<file path="src/rtl/sdram_pkg.sv">
// -----------------------------------------------------------------------------
// sdram_pkg
// Shared definitions for the SDRAM command-bus tools:
//   sdram_cmd_t  : decoded SDRAM command
//   mon_err_t    : error code reported by sdram_init_monitor (matches err_code)
//   mon_state_t  : sdram_init_monitor FSM states
//   MR_*         : mode-register field positions
//   mr_fields_ok : legality of the CAS-latency / burst-length fields
// -----------------------------------------------------------------------------
package sdram_pkg;

  typedef enum logic [2:0] {
    CMD_NOP,
    CMD_ACT,
    CMD_READ,
    CMD_WRITE,
    CMD_BST,
    CMD_PRE,
    CMD_REF,
    CMD_LMR
  } sdram_cmd_t;

  typedef enum logic [2:0] {
    ERR_NONE   = 3'd0,
    ERR_EARLY  = 3'd1,
    ERR_ORDER  = 3'd2,
    ERR_TIMING = 3'd3,
    ERR_CKE    = 3'd4,
    ERR_MODE   = 3'd5
  } mon_err_t;

  // ST_LMR is kept so the encoding lists every phase of the power-up
  // sequence; LOAD MODE is accepted directly from ST_REF into ST_MRD.
  typedef enum logic [2:0] {
    ST_PWR,
    ST_PRE,
    ST_REF,
    ST_LMR,
    ST_MRD,
    ST_DONE,
    ST_ERR
  } mon_state_t;

  // Mode register layout (SDR SDRAM)
  localparam int MR_BL_LSB         = 0;
  localparam int MR_BL_MSB         = 2;
  localparam int MR_CL_LSB         = 4;
  localparam int MR_CL_MSB         = 6;
  localparam int MR_RSVD_LSB       = 10;
  // addr bit that selects "all banks" on PRECHARGE
  localparam int PRECHARGE_ALL_BIT = 10;

  // CAS latency must be 2 or 3; burst length 1/2/4/8 (0..3) or full page (7).
  function automatic logic mr_fields_ok(input logic [2:0] cl, input logic [2:0] bl);
    return ((cl == 3'd2) || (cl == 3'd3)) && ((bl <= 3'd3) || (bl == 3'd7));
  endfunction

endpackage

</file>
<file path="src/rtl/sdram_cmd_decode.sv">
// -----------------------------------------------------------------------------
// sdram_cmd_decode
// Purely combinational SDRAM command decoder. With cs_n low the command is
// taken from {ras_n, cas_n, we_n}; a deselected device sees NOP.
// Ports:
//   cs_n, ras_n, cas_n, we_n : SDRAM control pins (active-low)
//   cmd                      : decoded command (sdram_cmd_t)
// -----------------------------------------------------------------------------
module sdram_cmd_decode
  import sdram_pkg::*;
(
  input  logic       cs_n,
  input  logic       ras_n,
  input  logic       cas_n,
  input  logic       we_n,
  output sdram_cmd_t cmd
);

  always_comb begin
    cmd = CMD_NOP;
    if (!cs_n) begin
      case ({ras_n, cas_n, we_n})
        3'b111:  cmd = CMD_NOP;
        3'b011:  cmd = CMD_ACT;
        3'b101:  cmd = CMD_READ;
        3'b100:  cmd = CMD_WRITE;
        3'b110:  cmd = CMD_BST;
        3'b010:  cmd = CMD_PRE;
        3'b001:  cmd = CMD_REF;
        3'b000:  cmd = CMD_LMR;
        default: cmd = CMD_NOP;
      endcase
    end
  end

endmodule

</file>
<file path="src/rtl/sdram_init_monitor.sv">
// -----------------------------------------------------------------------------
// sdram_init_monitor
// Passive checker for the SDRAM power-up sequence:
//   power-up wait -> PRECHARGE ALL -> REF_COUNT x AUTO REFRESH -> LOAD MODE
// Reports the first ordering / timing / CKE violation, latches the programmed
// mode register and raises init_done once the sequence completed legally.
//
// Optional build macro SDRAM_MON_MODE_CHECK_EN: when defined, the LOAD MODE
// value is checked (CL 2/3, BL 0..3 or 7, reserved bits zero) and an illegal
// value is reported as error code 5.
//
// Ports:
//   sclk, srst          : clock, synchronous active-high reset
//   cke, cs_n, ras_n,
//   cas_n, we_n, ba,
//   addr                : SDRAM command bus, sampled on rising sclk
//   init_done           : sequence completed legally (sticky)
//   init_err            : violation detected (sticky)
//   err_code            : first error (0 none,1 EARLY,2 ORDER,3 TIMING,4 CKE,5 MODE)
//   mode_reg            : addr value captured at LOAD MODE
//   ref_seen            : auto-refreshes counted, saturating at 15
// -----------------------------------------------------------------------------
module sdram_init_monitor
  import sdram_pkg::*;
#(
  parameter int ADDR_W    = 12,
  parameter int BA_W      = 2,
  parameter int T_POWERUP = 10000,
  parameter int T_RP      = 3,
  parameter int T_RFC     = 7,
  parameter int T_MRD     = 2,
  parameter int REF_COUNT = 2
) (
  input  logic              sclk,
  input  logic              srst,
  input  logic              cke,
  input  logic              cs_n,
  input  logic              ras_n,
  input  logic              cas_n,
  input  logic              we_n,
  input  logic [BA_W-1:0]   ba,
  input  logic [ADDR_W-1:0] addr,
  output logic              init_done,
  output logic              init_err,
  output logic [2:0]        err_code,
  output logic [ADDR_W-1:0] mode_reg,
  output logic [3:0]        ref_seen
);

  // One gap timer is shared by all phases, sized for the longest gap.
  localparam int TMR_MAX = (T_RP > T_RFC) ? ((T_RP > T_MRD) ? T_RP : T_MRD)
                                          : ((T_RFC > T_MRD) ? T_RFC : T_MRD);
  localparam int TW      = $clog2(TMR_MAX + 1);
  localparam int PWR_W   = $clog2(T_POWERUP + 1);

  localparam logic [TW-1:0]    TMR_ONE  = TW'(1);
  localparam logic [TW-1:0]    TMR_SAT  = {TW{1'b1}};
  localparam logic [TW-1:0]    T_RP_C   = TW'(T_RP);
  localparam logic [TW-1:0]    T_RFC_C  = TW'(T_RFC);
  localparam logic [TW-1:0]    T_MRD_C  = TW'(T_MRD);
  localparam logic [PWR_W-1:0] PWR_DONE = PWR_W'(T_POWERUP);
  localparam logic [3:0]       REF_REQ  = 4'(REF_COUNT);

  sdram_cmd_t cmd;

  sdram_cmd_decode u_cmd_decode (
    .cs_n  (cs_n),
    .ras_n (ras_n),
    .cas_n (cas_n),
    .we_n  (we_n),
    .cmd   (cmd)
  );

  mon_state_t        state_q, state_d;
  logic [PWR_W-1:0]  pwr_cnt_q, pwr_cnt_d;
  logic [TW-1:0]     timer_q, timer_d;
  logic              init_done_q, init_done_d;
  logic              init_err_q, init_err_d;
  mon_err_t          err_code_q, err_code_d;
  logic [ADDR_W-1:0] mode_reg_q, mode_reg_d;
  logic [3:0]        ref_seen_q, ref_seen_d;

  logic              is_nop;
  logic [TW-1:0]     timer_inc;
  logic [3:0]        ref_inc;
  logic              mr_valid;
  logic              lmr_accept;
  mon_err_t          raise;

  // The bank address carries no information for the init sequence.
  logic              unused_sink;
  assign unused_sink = ^{ba, mr_valid};

  assign is_nop    = (cmd == CMD_NOP);
  assign timer_inc = (timer_q == TMR_SAT) ? timer_q : timer_q + TMR_ONE;
  assign ref_inc   = (ref_seen_q == 4'hF) ? ref_seen_q : ref_seen_q + 4'd1;
  assign mr_valid  = mr_fields_ok(addr[MR_CL_MSB:MR_CL_LSB], addr[MR_BL_MSB:MR_BL_LSB])
                     && (addr[ADDR_W-1:MR_RSVD_LSB] == '0);

`ifdef SDRAM_MON_MODE_CHECK_EN
  assign lmr_accept = mr_valid;
`else
  assign lmr_accept = 1'b1;
`endif

  always_comb begin
    state_d     = state_q;
    pwr_cnt_d   = pwr_cnt_q;
    timer_d     = timer_inc;
    init_done_d = init_done_q;
    init_err_d  = init_err_q;
    err_code_d  = err_code_q;
    mode_reg_d  = mode_reg_q;
    ref_seen_d  = ref_seen_q;
    raise       = ERR_NONE;

    // Timer semantics: loaded with 1 on the edge that accepts a command, so
    // in cycle N+k it reads k and a command is legal once timer_q >= T.
    // CKE is checked first in every branch: it outranks command errors.
    case (state_q)
      ST_PWR: begin
        if (!cke) begin
          raise = ERR_CKE;
        end else if (is_nop) begin
          if (pwr_cnt_q != PWR_DONE) pwr_cnt_d = pwr_cnt_q + 1'b1;
        end else if (pwr_cnt_q < PWR_DONE) begin
          raise = ERR_EARLY;
        end else if (cmd == CMD_PRE && addr[PRECHARGE_ALL_BIT]) begin
          state_d = ST_PRE;
          timer_d = TMR_ONE;
        end else begin
          raise = ERR_ORDER;
        end
      end

      ST_PRE: begin
        if (!cke) begin
          raise = ERR_CKE;
        end else if (!is_nop) begin
          if (timer_q < T_RP_C) begin
            raise = ERR_TIMING;
          end else if (cmd == CMD_REF) begin
            ref_seen_d = ref_inc;
            state_d    = ST_REF;
            timer_d    = TMR_ONE;
          end else begin
            raise = ERR_ORDER;
          end
        end
      end

      ST_REF: begin
        if (!cke) begin
          raise = ERR_CKE;
        end else if (!is_nop) begin
          if (timer_q < T_RFC_C) begin
            raise = ERR_TIMING;
          end else if (cmd == CMD_REF && ref_seen_q < REF_REQ) begin
            ref_seen_d = ref_inc;
            timer_d    = TMR_ONE;
          end else if (cmd == CMD_LMR && ref_seen_q == REF_REQ) begin
            // Captured even when the value is rejected, to aid debug.
            mode_reg_d = addr;
            if (lmr_accept) begin
              state_d = ST_MRD;
              timer_d = TMR_ONE;
            end else begin
              raise = ERR_MODE;
            end
          end else begin
            raise = ERR_ORDER;
          end
        end
      end

      ST_MRD: begin
        if (!cke) begin
          raise = ERR_CKE;
        end else if (!is_nop && timer_q < T_MRD_C) begin
          raise = ERR_TIMING;
        end else if (timer_inc >= T_MRD_C) begin
          // Done on the edge at which the timer reaches T_MRD.
          init_done_d = 1'b1;
          state_d     = ST_DONE;
        end
      end

      ST_DONE, ST_ERR: begin
        timer_d = timer_q;
      end

      default: begin
        state_d = ST_PWR;
      end
    endcase

    // Only non-error states can raise, so err_code keeps the first error.
    if (raise != ERR_NONE) begin
      state_d    = ST_ERR;
      init_err_d = 1'b1;
      err_code_d = raise;
    end
  end

  always_ff @(posedge sclk) begin
    if (srst) begin
      state_q     <= ST_PWR;
      pwr_cnt_q   <= '0;
      timer_q     <= '0;
      init_done_q <= 1'b0;
      init_err_q  <= 1'b0;
      err_code_q  <= ERR_NONE;
      mode_reg_q  <= '0;
      ref_seen_q  <= '0;
    end else begin
      state_q     <= state_d;
      pwr_cnt_q   <= pwr_cnt_d;
      timer_q     <= timer_d;
      init_done_q <= init_done_d;
      init_err_q  <= init_err_d;
      err_code_q  <= err_code_d;
      mode_reg_q  <= mode_reg_d;
      ref_seen_q  <= ref_seen_d;
    end
  end

  assign init_done = init_done_q;
  assign init_err  = init_err_q;
  assign err_code  = err_code_q;
  assign mode_reg  = mode_reg_q;
  assign ref_seen  = ref_seen_q;

endmodule
</file>
<file path="config.mk">
export PLATFORM = sky130hd
export DESIGN_NAME = sdram_init_monitor
export DESIGN_NICKNAME = d
export VERILOG_FILES = /design/src/rtl/sdram_pkg.sv /design/src/rtl/sdram_cmd_decode.sv /design/src/rtl/sdram_init_monitor.sv
export SDC_FILE = /design/constraint.sdc
export NUM_CORES = 1
export LEC_CHECK = 0
export ABC_AREA = 1
export CORE_MARGIN = 8
export CORE_UTILIZATION = 39
export CTS_BUF_LIST = sky130_fd_sc_hd__clkbuf_8
export CTS_CLUSTER_DIAMETER = 120
export DETAILED_ROUTE_END_ITERATION = 16
export DONT_BUFFER_PORTS = 1
export GPL_ROUTABILITY_DRIVEN = 0
export PLACE_DENSITY = 0.56
export SYNTH_ARGS = -nofsm -noshare
export SYNTH_HDL_FRONTEND = slang
export SYNTH_SLANG_ARGS = --single-unit
</file>
<file path="constraint.sdc">
create_clock -name sclk -period 3.5 [get_ports sclk]
set_clock_uncertainty 0.15 [all_clocks]
set_input_delay 0.175 -clock sclk [delete_from_list [all_inputs] [get_ports sclk]]
set_output_delay 0.175 -clock sclk [all_outputs]
set_load 0.005 [all_outputs]
</file>
==> impl_metrics.yaml <==
sta:
  hold_violations: 0
  max-slew-margin-rel: 0.485
  holdWs_ns: 0.0278
  setup_repair_after_global_routing_missed_its_margin: "no"
  maxClockFrequency_mhz: 487
  timing.final.ws_setup_ns: 1.45
  final.period_utilization: 0.586
  fin_crit_ns: 2.05
  final_slew_viol_count: 0
  finalSetupTns_ns: 0
  timing.final.setup_violations: 0
  max_slew.worst_pin.slew_ns: 0.770
clocking:
  clock_path_buffers: 2
  cts_num_sinks: 41
  postCtsResizedCells: 0
  cts.clk_slew.worst_paths_ns: 0.09
  cts_root_buffer: "sky130_fd_sc_hd__clkbuf_8"
  postCtsSetupRepairBufs: 0
  tritoncts: "done"
  clk_latency_ns: 0.30
  cts.htree.levels: 2
  cts_buffers: 5
worst_setup_path:
  critPathKind: "reg -> reg"
  critical_path.cell_chain: "inv_2 > nand2_4 > nor2_4 > inv_2 > nor3_2 > nand2_1 > inv_2 > nand3_1 > and3_1"
  crit_arrival_ns: 2.10
  crit_slowest_cell: "sky130_fd_sc_hd__dfxtp_1"
  critPathMaxStageDelay_ns: 0.36
  start_kind: "register"
  end_kind: "register"
  crit_path_frequent_cell: "sky130_fd_sc_hd__inv_2"
  crit_fanout: 16
  worst_r2r_startpoint: "state_q[0]$_SDFFE_PP0P_"
  r2r.worst_path.cells: 9
  timing.rr.end: "pwr_cnt_q[2]$_SDFFE_PP0P_"
  r2r_setup_slk_ns: 1.45
  required_ns: 3.54
finish:
  final_layout_size_suffix_gt1_frac: 0.111
  antenna_cells_inserted: 0
  layout.nets: 406
  fillers: 663
  synthToLayoutAreaGrowth_pct: 11.6
  postLayoutCoreUtil: 0.441
  largest_reg_flops: 14
placed_design:
  io_buffers: 0
  dp_hpwl_mm: 4.40
  pre_cts_slack_ns: 1.46
route:
  drcViolationCount: 0
  drt-vias-per-instance: 4.97
  wl_per_cell_um: 13.0
  drt_pre_antenna_iters: 4
  routed_wl_mm: 5.95
  drt_first_iter_violations: 86
  num_vias: 2272
  detail-route-antenna-nets: 0
yosys:
  async_flop_share: 0
  yosys_register_bits: 41
  number_of_instances_in_the_synthesized_netlist: 366
  synth-seq-area-share: 0.335
  synth-edff-count: 0
  synth.distinct_cells: 34
  synthesis.area_per_instance_um2: 6.70
  mappedNetlistArea_um2: 2450
  synth.net_count: 393
  yosys_warnings: 0
  ys_dominant_reg_cell: "sky130_fd_sc_hd__dfxtp_1"
power:
  ir_worst_vdd_mv: 0.252
  power_leakage_nw: 1.17
  power_density_nw_per_um2: 431
  p_total_mw: 1.18
floorplanning:
  die_w_um: 95.3
  core.rowCount: 29
  standard_cell_core_area_um2: 6200
  floorplan.initialDensity: 0.395
  boundaryPins: 42
  fp.dieH_um: 95.3
  fp.dieArea_um2: 9080
global_route:
  grt_antenna_before_repair: 0
  grt-ovfl-total: 0
  pin_count_of_the_biggest_net_entering_global_routing: 25
  first_global_vias: 2225
  grt.total_usage: 0.139
  grt_first_pass_wirelength_mm: 10.1
min_path:
  hold_path_depth: 3
  hold_path.startpoint: "cke"
  timing.hold.worst.class: "in -> reg"
  min_delay_worst_endpoint: "ref_seen[0]$_SDFFE_PP0P_"
run_status:
  outcome: "finished clean"
run:
  max-cap-violations: 0
-- cell usage in the layout (no fill, tap or decap), drive strengths merged, types with 2 or more instances in the layout --
cell type    instances
a21oi               44
and3                 2
clkbuf               5
dfxtp               41
dlygate4sd3         13
ha                   6
inv                 52
nand2               96
nand3               21
nand4                7
nor2                37
nor3                 9
nor4                 2
o21a                 2
o21ai               25
xnor2                6
xor2                 6
-- per-layer routing --
layer,wire length [um],GRT usage,share of wire,up-vias
met5,0,0,0,-
met2,2810,0.239,0.47,40
met3,410,0.0480,0.069,5
met1,2680,0.160,0.45,1024
li1,-,-,-,1203
met4,54,0.0403,0.0091,0
-- what timing repair did --
action / 4_1_cts / 5_1_grt
hold endpoints to repair: 30 / 0
hold buffers: 13 / 0
setup endpoints to repair: 0 / 0
-- worst max-delay path: cells and delay by family (launching register included) --
family                 cells  cell delay (ns)
and+or+nand+nor            6             0.93
DFF                        1             0.36
buffers and inverters      3             0.51
-- metrics by stage --
step / cells / cell area [um2]
2_1_floorplan: 366 / 2450
3_3_place_gp: 436 / 2510
3_5_place_dp: 436 / 2510
4_1_cts: 457 / 2740
5_1_grt: 457 / 2740
6_report: 457 / 2740
-- power by group --
| part | internal [mW] | switching [mW] | total (mW) |
|---|---|---|---|
| clock network | 0.144 | 0.182 | 0.326 |
| registers | 0.494 | 0.0357 | 0.529 |
| logic | 0.114 | 0.210 | 0.324 |
| total | 0.752 | 0.427 | 1.18 |
-- cell usage after synthesis, types with 2 or more instances --
cell / number / share of area
sky130_fd_sc_hd__xnor2_1: 6 / 0.021
sky130_fd_sc_hd__nor3_1: 5 / 0.010
sky130_fd_sc_hd__nor3_2: 4 / 0.016
sky130_fd_sc_hd__nand4_1: 7 / 0.018
sky130_fd_sc_hd__buf_2: 2 / 0.0041
sky130_fd_sc_hd__nand3_2: 4 / 0.016
sky130_fd_sc_hd__clkbuf_1: 4 / 0.0061
sky130_fd_sc_hd__nor2_4: 3 / 0.014
sky130_fd_sc_hd__inv_2: 10 / 0.015
sky130_fd_sc_hd__nor2_2: 2 / 0.0051
sky130_fd_sc_hd__o21ai_0: 22 / 0.045
sky130_fd_sc_hd__nand3_1: 16 / 0.033
sky130_fd_sc_hd__a21oi_1: 43 / 0.088
sky130_fd_sc_hd__nor4_1: 2 / 0.0051
sky130_fd_sc_hd__and3_1: 2 / 0.0051
sky130_fd_sc_hd__nand2_1: 91 / 0.14
sky130_fd_sc_hd__ha_1: 6 / 0.031
sky130_fd_sc_hd__nor2_1: 32 / 0.049
sky130_fd_sc_hd__dfxtp_1: 41 / 0.33
sky130_fd_sc_hd__o21a_1: 2 / 0.0061
sky130_fd_sc_hd__inv_1: 41 / 0.063
sky130_fd_sc_hd__xor2_1: 6 / 0.021
sky130_fd_sc_hd__nand2_2: 4 / 0.010
-- layout make-up --
cell class                 count  area (um2)  area share
clock buffer                   5        68.8      0.0251
clock inverter                 3        25.0     0.00914
inverter                      51         191      0.0700
multi-input combinational    266        1400       0.510
sequential                    41         821       0.300
tap                           77        96.3      0.0352
timing repair buffer          14         138      0.0503
-- cells by family (layout without fill, tap and decap cells) --
logic type,count (synthesis),after routing,share of synthesized area
AND/OR/NAND/NOR,176,176,0.338
XOR/XNOR,12,12,0.0429
AO/OA/AOI/OAI,72,72,0.158
buffers and inverters,59,73,0.0959
adder cells (fa/ha/maj),6,6,0.0306
flip-flops,41,41,0.335
-- how the worst max path moves through the flow --
stage / cells after the start / start / to / slack (ns)
floorplan: 11 / ref_seen[1]$_SDFFE_PP0P_ / err_code[0]$_SDFFE_PP0P_ / 1.83
global placement: 9 / state_q[0]$_SDFFE_PP0P_ / pwr_cnt_q[2]$_SDFFE_PP0P_ / 1.44
detailed placement: 9 / state_q[0]$_SDFFE_PP0P_ / pwr_cnt_q[2]$_SDFFE_PP0P_ / 1.46
CTS: 9 / state_q[0]$_SDFFE_PP0P_ / pwr_cnt_q[2]$_SDFFE_PP0P_ / 1.44
global route: 10 / pwr_cnt_q[0]$_SDFFE_PP0P_ / pwr_cnt_q[3]$_SDFFE_PP0P_ / 1.23
finish: 9 / state_q[0]$_SDFFE_PP0P_ / pwr_cnt_q[2]$_SDFFE_PP0P_ / 1.45
(Power assumes the default switching activity.)
